===== config.mk =====
export PLATFORM = sky130hd
export DESIGN_NAME = calc_ctrl
export DESIGN_NICKNAME = d
export VERILOG_FILES = /design/src/rtl/calc_pkg.sv /design/src/rtl/edge_detect.sv /design/src/rtl/calc_ctrl.sv
export SDC_FILE = /design/constraint.sdc
export NUM_CORES = 1
export LEC_CHECK = 0
export CELL_PAD_IN_SITES_DETAIL_PLACEMENT = 0
export CELL_PAD_IN_SITES_GLOBAL_PLACEMENT = 1
export CORE_ASPECT_RATIO = 1.5
export CORE_MARGIN = 1.5
export CORE_UTILIZATION = 37
export DETAILED_ROUTE_END_ITERATION = 12
export GPL_TIMING_DRIVEN = 0
export PLACE_DENSITY = 0.84
export SLEW_MARGIN = 20
export SYNTH_ARGS = -nofsm -noshare
export SYNTH_HDL_FRONTEND = slang
export SYNTH_HIERARCHICAL = 1
export SYNTH_SLANG_ARGS = --single-unit

===== constraint.sdc =====
create_clock -name clk -period 4 [get_ports clk]
set_input_delay 0.6 -clock clk [delete_from_list [all_inputs] [get_ports clk]]
set_output_delay 0.6 -clock clk [all_outputs]
set_load 0.02 [all_outputs]

===== src/rtl/calc_pkg.sv =====
// Shared types for the serial calculator path: sequencer states, op codes, timeout result.
// Pure declarations; no logic, latency or backpressure of its own.
package calc_pkg;

  typedef enum logic [2:0] {
    LOAD   = 3'd0,
    ARMED  = 3'd1,
    LAUNCH = 3'd2,
    WAIT   = 3'd3,
    OUTPUT = 3'd4
  } calc_state_t;

  typedef enum logic [1:0] {
    OP_ADD = 2'd0,
    OP_SUB = 2'd1,
    OP_MUL = 2'd2,
    OP_DIV = 2'd3
  } calc_op_t;

  // Canonical quiet NaN, reported when the core never answers.
  localparam logic [31:0] CALC_NAN = 32'h7FC0_0000;

endpackage


===== src/rtl/edge_detect.sv =====
// Rising-edge detector for a level input; emits a registered one-cycle pulse.
// Latency: pulse visible one cycle after the input is first sampled high.
// Backpressure: none; edges are never held or queued.
module edge_detect (
  input  logic clk,
  input  logic reset,
  input  logic sig,
  output logic rise
);

  logic sig_q;

  always_ff @(posedge clk or negedge reset) begin
    if (!reset) begin
      sig_q <= 1'b0;
      rise  <= 1'b0;
    end else begin
      sig_q <= sig;
      rise  <= sig & ~sig_q;
    end
  end

endmodule


===== src/rtl/calc_ctrl.sv =====
// Calculator sequencer: counts operand bytes, launches the core on go, shifts the result out.
// Latency: go edge -> core_start 2 cycles; core_done -> first output_result 1 cycle.
// Backpressure: none; go edges outside ARMED are dropped. CALC_CTRL_TIMEOUT_EN adds a WAIT abort.
module calc_ctrl
  import calc_pkg::*;
#(
  parameter int WORD_BYTES     = 4,
  parameter int TIMEOUT_CYCLES = 255,
  parameter int CNT_W          = 8
) (
  input  logic        clk,
  input  logic        reset,
  input  logic        in_valid,
  input  logic        go,
  input  logic [1:0]  op_in,
  output logic        start_calc,
  output logic        output_result,
  output logic        core_start,
  output logic [1:0]  core_op,
  input  logic        core_done,
  input  logic [31:0] core_result,
  output logic [31:0] z,
  output logic        busy,
  output logic        err
);

  localparam logic [CNT_W-1:0] LOAD_LAST = CNT_W'(2 * WORD_BYTES - 1);
  localparam logic [CNT_W-1:0] OUT_LAST  = CNT_W'(WORD_BYTES - 1);

  calc_state_t      state, state_nxt;
  calc_op_t         op_q;
  logic [CNT_W-1:0] byte_cnt;
  logic             go_rise;
  logic             cnt_inc, cnt_clr, done_take, tmo_hit, tmo_take;

  edge_detect u_go_edge (
    .clk   (clk),
    .reset (reset),
    .sig   (go),
    .rise  (go_rise)
  );

`ifdef CALC_CTRL_TIMEOUT_EN
  localparam logic [CNT_W-1:0] TMO_LAST = CNT_W'(TIMEOUT_CYCLES - 1);

  logic [CNT_W-1:0] wait_cnt;
  logic             err_q;

  always_ff @(posedge clk or negedge reset) begin
    if (!reset) begin
      wait_cnt <= '0;
      err_q    <= 1'b0;
    end else begin
      if (state == LAUNCH)
        wait_cnt <= '0;
      else if (state == WAIT)
        wait_cnt <= wait_cnt + CNT_W'(1);
      if (tmo_take)
        err_q <= 1'b1;
    end
  end

  assign tmo_hit = (state == WAIT) && (wait_cnt == TMO_LAST);
  assign err     = err_q;
`else
  assign tmo_hit = 1'b0;
  assign err     = 1'b0;
`endif

  always_ff @(posedge clk or negedge reset) begin
    if (!reset)
      state <= LOAD;
    else
      state <= state_nxt;
  end

  // A core_done coinciding with the timeout takes priority over the abort.
  always_comb begin
    state_nxt = state;
    cnt_inc   = 1'b0;
    cnt_clr   = 1'b0;
    done_take = 1'b0;
    tmo_take  = 1'b0;
    case (state)
      LOAD: begin
        if (in_valid) begin
          if (byte_cnt == LOAD_LAST) begin
            state_nxt = ARMED;
            cnt_clr   = 1'b1;
          end else begin
            cnt_inc = 1'b1;
          end
        end
      end
      ARMED: begin
        if (go_rise)
          state_nxt = LAUNCH;
      end
      LAUNCH: begin
        state_nxt = WAIT;
        if (core_done) begin
          done_take = 1'b1;
          state_nxt = OUTPUT;
        end
      end
      WAIT: begin
        if (core_done) begin
          done_take = 1'b1;
          state_nxt = OUTPUT;
        end else if (tmo_hit) begin
          tmo_take  = 1'b1;
          state_nxt = OUTPUT;
        end
      end
      OUTPUT: begin
        if (byte_cnt == OUT_LAST) begin
          state_nxt = LOAD;
          cnt_clr   = 1'b1;
        end else begin
          cnt_inc = 1'b1;
        end
      end
      default: state_nxt = LOAD;
    endcase
  end

  // op is captured on entry to LAUNCH so it is already valid alongside core_start.
  always_ff @(posedge clk or negedge reset) begin
    if (!reset) begin
      byte_cnt <= '0;
      op_q     <= OP_ADD;
      z        <= '0;
    end else begin
      if (cnt_clr)
        byte_cnt <= '0;
      else if (cnt_inc)
        byte_cnt <= byte_cnt + CNT_W'(1);
      if (state == ARMED && go_rise)
        op_q <= calc_op_t'(op_in);
      if (done_take)
        z <= core_result;
      else if (tmo_take)
        z <= CALC_NAN;
    end
  end

  assign start_calc    = (state != LOAD);
  assign busy          = (state != LOAD);
  assign output_result = (state == OUTPUT);
  assign core_start    = (state == LAUNCH);
  assign core_op       = op_q;

endmodule

==> run metrics, run 1 <==
register area share after synthesis=0.564; Vias=1352; Worst Path Required=3.40 ns; CORE AREA=5450 um2; minimum clock period=2.54 ns; Pins Over Slew Limit=0; Crit Path Class=reg -> out; via/cell ratio=4.61; initial antenna violation count=0; TritonCTS clock tree=built; largest cells by area after synthesis=dfrtp_1 (56%), mux2_4 (21%), mux2_2 (2.7%), xor2_1 (1.7%), buf_6 (1.6%); Final #Nets=262; Ys Warns=6; leakage power=0.00148 uW; Max H-tree Level=2; # IOs=78; register bit count reported by yosys=47; first-pass GRT wire length=6560 um; Die X=64.3 um; vias in the first global route=1382; Worst Slack Setup Final=1.46 ns; Bufs on Longest Clock Path=2; cells after synthesis=138; total iterations of the first detailed-routing run=4; slowest stage delay, CP=0.52 ns; all-layer global routing usage=0.139; clk sinks=47; Synth Net Count=178; postcts setup bufs=0; Initial Util=0.382; Clk Latency, worst-skew pair=0.30 ns; crit-path leading delay family=buffers and inverters; IR drop worst, VDD=0.000377 V; post-place setup slack=1.80 ns; global route overflow=0; # DRC=0; endpoints failing setup=0; Max Clock Freq=0.394 GHz; status=completed; final wirelength=4000 um; Yosys cell types=37; die area=6100 um2; clock root buffer master=clkbuf_8; Row Count=33; total CTS buffers=5; WP buf/inv=3; # diodes=0; Arr. time, crit path=1.94 ns; Placement Cell Area=2950 um2; fill count=483; largest net degree at the start of global routing=32; CP max stage cell=clkdlybuf4s50_1; DR iter-0 viols=60; gpl congestion=0.779; clock skew=0.0146 ns; Area growth syn-to-layout=47.8%; chip height=94.9 um; Critical Path Source Type=register; remaining antenna violation count=0; unrepaired setup endpoints after global routing=false; worst-path fanout max=10; share of cells above drive strength 1=0.251; fin crit share=0.635; Final Hold Viols=0; CP endpoint kind=primary output; hpwl dp=2930 um; Synth Area per Inst=15.1 um2; clk slew on worst S/H paths=0.09 ns; setup TNS=0 ns; PD cells=709 nW/um2; Post-CTS Resized=0; Synth area leader=dfrtp_1; final instance area=3080 um2; Max-Cap Viols=0; number of hold buffers added after cts=0; critical path, cell by cell=buf_2, or3_1, buf_4, clkdlybuf4s50_1; post-synth top area share=0.564; WL/cell=13.7 um; Worst Hold Class=in -> async; port buffer count=76; mapped cell area=2080 um2
## final cells by class
class / count / area, um2 / area share
well taps: 70 / 87.6 / 0.0284
multi-input cells: 84 / 847 / 0.275
repair buffers: 77 / 776 / 0.252
clock buffers: 6 / 72.6 / 0.0236
plain buffers: 7 / 61.3 / 0.0199
flip-flops and latches: 47 / 1180 / 0.382
clock inverters: 2 / 60.1 / 0.0195
## report_power, final
| part | total, uW | switching [uW] | internal (uW) | leakage [uW] |
|---|---|---|---|---|
| logic | 1000 | 430 | 575 | 0.000801 |
| registers | 773 | 119 | 654 | 0.000609 |
| clock network | 406 | 156 | 250 | 0.0000654 |
| total | 2180 | 705 | 1480 | 0.00148 |
## state kept, by name, indices dropped and copies added, names as in the netlist
name             cells
byte_cnt             8
core_op              2
state                3
u_go_edge/rise       1
u_go_edge/sig_q      1
z                   32
## placed cells by master (no fill, tap or decap), drive strengths merged
cell            n
or4             1
a211oi          1
nand3b          2
conb            1
bufinv          2
o21ai           7
nor4            1
clkdlybuf4s50  75
nor3b           1
a21oi           2
nor3            2
a21o            1
a31oi           1
and2            1
xnor2           1
o211ai          1
ha              1
buf             9
nor2            6
nor2b           1
or3             1
and4b           1
or2             1
dfrtp          47
or3b            1
nand3           2
mux2           34
nand2           6
nand4b          1
xor2            4
nand4           1
clkbuf          6
or2b            1
## cells in the mapped netlist, drive strengths merged
cell type and n:
o21ai 7, nand4b 1, mux2 34, xnor2 1
a31oi 1, nand3 2, a21o 1, nor2 6
nand2 6, nor3 2, and2 1, a211oi 1
nor2b 1, conb 1, nand3b 2, xor2 4
a21oi 2, or3b 1, or3 1, or2b 1
or4 1, nor4 1, or2 1, ha 1
nor3b 1, nand4 1, o211ai 1, and4b 1
buf 7, dfrtp 47
## logic make-up (layout without fill, tap and decap cells)
family	after synthesis	count (layout)	share of synthesized area
compound gates	13	13	0.0408
xor+xnor	5	5	0.0210
fa+ha+maj	1	1	0.00600
buf+inv	7	92	0.0294
flops	47	47	0.564
mux	34	34	0.236
other cells	1	1	0.00180
simple gates	30	30	0.101
## worst register-to-register path: cells and delay by family (launching register included)
family,cells,cell delay (ns)
flops,1,0.50
compound gates,1,0.12
xor+xnor,1,0.17
simple gates,2,0.51
## worst paths after layout
| check | end | from | cells past startpoint | slack [ns] |
|---|---|---|---|---|
| worst max-delay path | start_calc | state[2] | 4 | 1.46 |
| worst min-delay path | z[1] | reset | 1 | 0.22 |
| worst max register to register | byte_cnt[7] | state[1] | 4 | 2.62 |
| worst min register to register | u_go_edge/rise | u_go_edge/sig_q | 1 | 0.45 |
| max in group asynchronous | z[7] | reset | 2 | 3.28 |
| min in group clk | u_go_edge/rise | u_go_edge/sig_q | 1 | 0.45 |
## per-layer routing
metal  up-vias  track usage  wire length (um)  part of all wire
li1        647            -                 -                 -
met5         -            0                 0                 0
met4         0       0.0426                42             0.010
met2        46        0.234              2070              0.52
met3         5       0.0405               223             0.056
met1       654        0.173              1660              0.42
## stage by stage
step	util	hold slack (ns)	std cells	power (uW)
4_1_cts	0.565	0.222	293	2210
5_1_grt	0.565	0.244	293	2310
3_5_place_dp	0.541	0.438	285	1790
3_3_place_gp	0.538	0.433	284	1770
2_1_floorplan	-	0.304	138	1350
6_report	0.565	0.217	293	2180
Power figures use the tool's default switching activity.
==> inputs of run 2 (changes only) <==
- CORE_UTILIZATION: 37 -> 35
- PLACE_DENSITY: 0.84 -> 0.8
- clock period: 4 -> 2.4 ns (I/O delays scaled with it)
==> run metrics, run 2 (synthesis results as in run 1) <==
gpl congestion=0.734 (was 0.779); total CTS buffers=5 (unchanged); Row Count=34 (was 33); area occupied by multi-input gates=847 um2 (unchanged); final wirelength=4080 um (was 4000 um); status=completed (unchanged); Clk Latency, worst-skew pair=0.29 ns (was 0.30 ns); R2R setup slack=1.04 ns (was 2.62 ns); Worst Path Required=2.04 ns (was 3.40 ns); initial antenna violation count=0 (unchanged); remaining antenna violation count=0 (unchanged); Max H-tree Level=2 (unchanged); Arr. time, crit path=1.91 ns (was 1.94 ns); IR drop worst, VDD=0.000519 V (was 0.000377 V); final instance area=3020 um2 (was 3080 um2); unrepaired setup endpoints after global routing=false (unchanged); chip height=97.5 um (was 94.9 um); Post-CTS Resized=0 (unchanged); total iterations of the first detailed-routing run=3 (was 4); Pins Over Slew Limit=0 (unchanged); all-layer global routing usage=0.135 (was 0.139); most common cell after layout, fill and taps aside=clkdlybuf4s50_1 (unchanged); flip-flop and latch area=1180 um2 (unchanged); port buffer count=76 (unchanged); max reg flops=32 (unchanged); DR iter-0 viols=30 (was 60); Area growth syn-to-layout=45.0% (was 47.8%); Max-Cap Viols=0 (unchanged); largest net degree at the start of global routing=26 (was 32); Vias=1374 (was 1352); Placement Cell Area=2950 um2 (about the same); first-pass GRT wire length=6760 um (was 6560 um); WL/cell=13.9 um (was 13.7 um); Worst Hold Class=in -> async (unchanged); clk slew on worst S/H paths=0.08 ns (was 0.09 ns); fin crit share=0.947; # diodes=0 (unchanged); minimum clock period=2.27 ns; postcts setup bufs=0 (unchanged); Reg with most FFs=z (unchanged); hpwl dp=2980 um (was 2930 um); CP endpoint kind=primary output (unchanged); via/cell ratio=4.69 (was 4.61); clock root buffer master=clkbuf_8 (unchanged); CORE AREA=5790 um2 (was 5450 um2); vias in the first global route=1445 (was 1382); share of cells above drive strength 1=0.244 (was 0.251); Max-slew headroom=0.636; clk sinks=47 (unchanged); endpoints failing setup=0 (unchanged); fill count=540 (was 483); biggest regs=z: 32 flops, byte_cnt: 8 flops, state: 3 flops (unchanged); Initial Util=0.360 (was 0.382); post-place setup slack=0.447 ns (was 1.80 ns); die area=6440 um2 (was 6100 um2); Critical Path Source Type=register (unchanged); Max Clock Freq=0.440 GHz; Bufs on Longest Clock Path=2 (unchanged); Worst Slack Setup Final=0.128 ns (was 1.46 ns); Slew @ Worst Pin=0.546 ns; global route overflow=0 (unchanged); TritonCTS clock tree=built (unchanged); leakage power=0.00145 uW (was 0.00148 uW); worst-path fanout max=10 (unchanged); Final Hold Viols=0 (unchanged); Crit Path Class=reg -> out (unchanged); # DRC=0 (unchanged); Die X=66.0 um (was 64.3 um); number of hold buffers added after cts=0 (unchanged); clock skew=0.00647 ns (was 0.0146 ns); # IOs=78 (unchanged); Final #Nets=262 (unchanged); commonest cells after routing, fill and taps aside=clkdlybuf4s50_1 (75), dfrtp_1 (47), mux2_4 (29) (unchanged); PD cells=1120 nW/um2 (was 709 nW/um2)
==> run 2: cell types whose count changed in the layout (fill, tap and decap cells not counted), sizes merged <==
cell,change
bufinv,-2
==> run 2: worst paths after layout <==
kind                            cells after the start            start             end
worst max-delay path                                4         state[2]      start_calc
worst min-delay path                                1            reset            z[5]
worst max register to register                      3         state[1]      core_op[1]
worst min register to register                      1  u_go_edge/sig_q  u_go_edge/rise
max in group asynchronous                           2            reset           z[27]
min in group clk                                    1  u_go_edge/sig_q  u_go_edge/rise
==> run 2: per-layer routing <==
metal	global-route usage	part of all wire	wire length [um]
met5	0	0	0
met4	0.0424	0.015	61
met3	0.0301	0.045	183
met2	0.237	0.53	2160
met1	0.159	0.41	1680
==> run 2: layout make-up <==
class / instances / share of cell area
Buffer: 7 / 0.0203
Tap cell: 72 / 0.0298
Multi-Input combinational cell: 84 / 0.280
Sequential cell: 47 / 0.389
Timing Repair Buffer: 77 / 0.257
Clock buffer: 6 / 0.0240
==> run 2: through the flow <==
step                       util  cells  power [uW]  hold slack (ns)  TNS, ns
final                     0.522    293        3390           0.0490        0
after global routing      0.522    293        3590           0.0820        0
after CTS                 0.522    293        3440           0.0588        0
after detailed placement  0.510    287        2980            0.376        0
after global placement    0.507    286        2960            0.434   -18.16
after floorplan               -    138        2250           0.0644        0
==> run 2: critical path: stages, from the launching register on <==
cell and delay (ns):
dfrtp_1 0.43, buf_2 0.20, or3_1 0.33, buf_4 0.14
clkdlybuf4s50_1 0.52
==> run 2: report_power, final <==
group | internal [uW] | total, uW | leakage [uW] | switching (uW)
sequential | 1090 | 1290 | 0.000609 | 196
clock | 194 | 429 | 0.0000371 | 234
combinational | 958 | 1680 | 0.000801 | 718
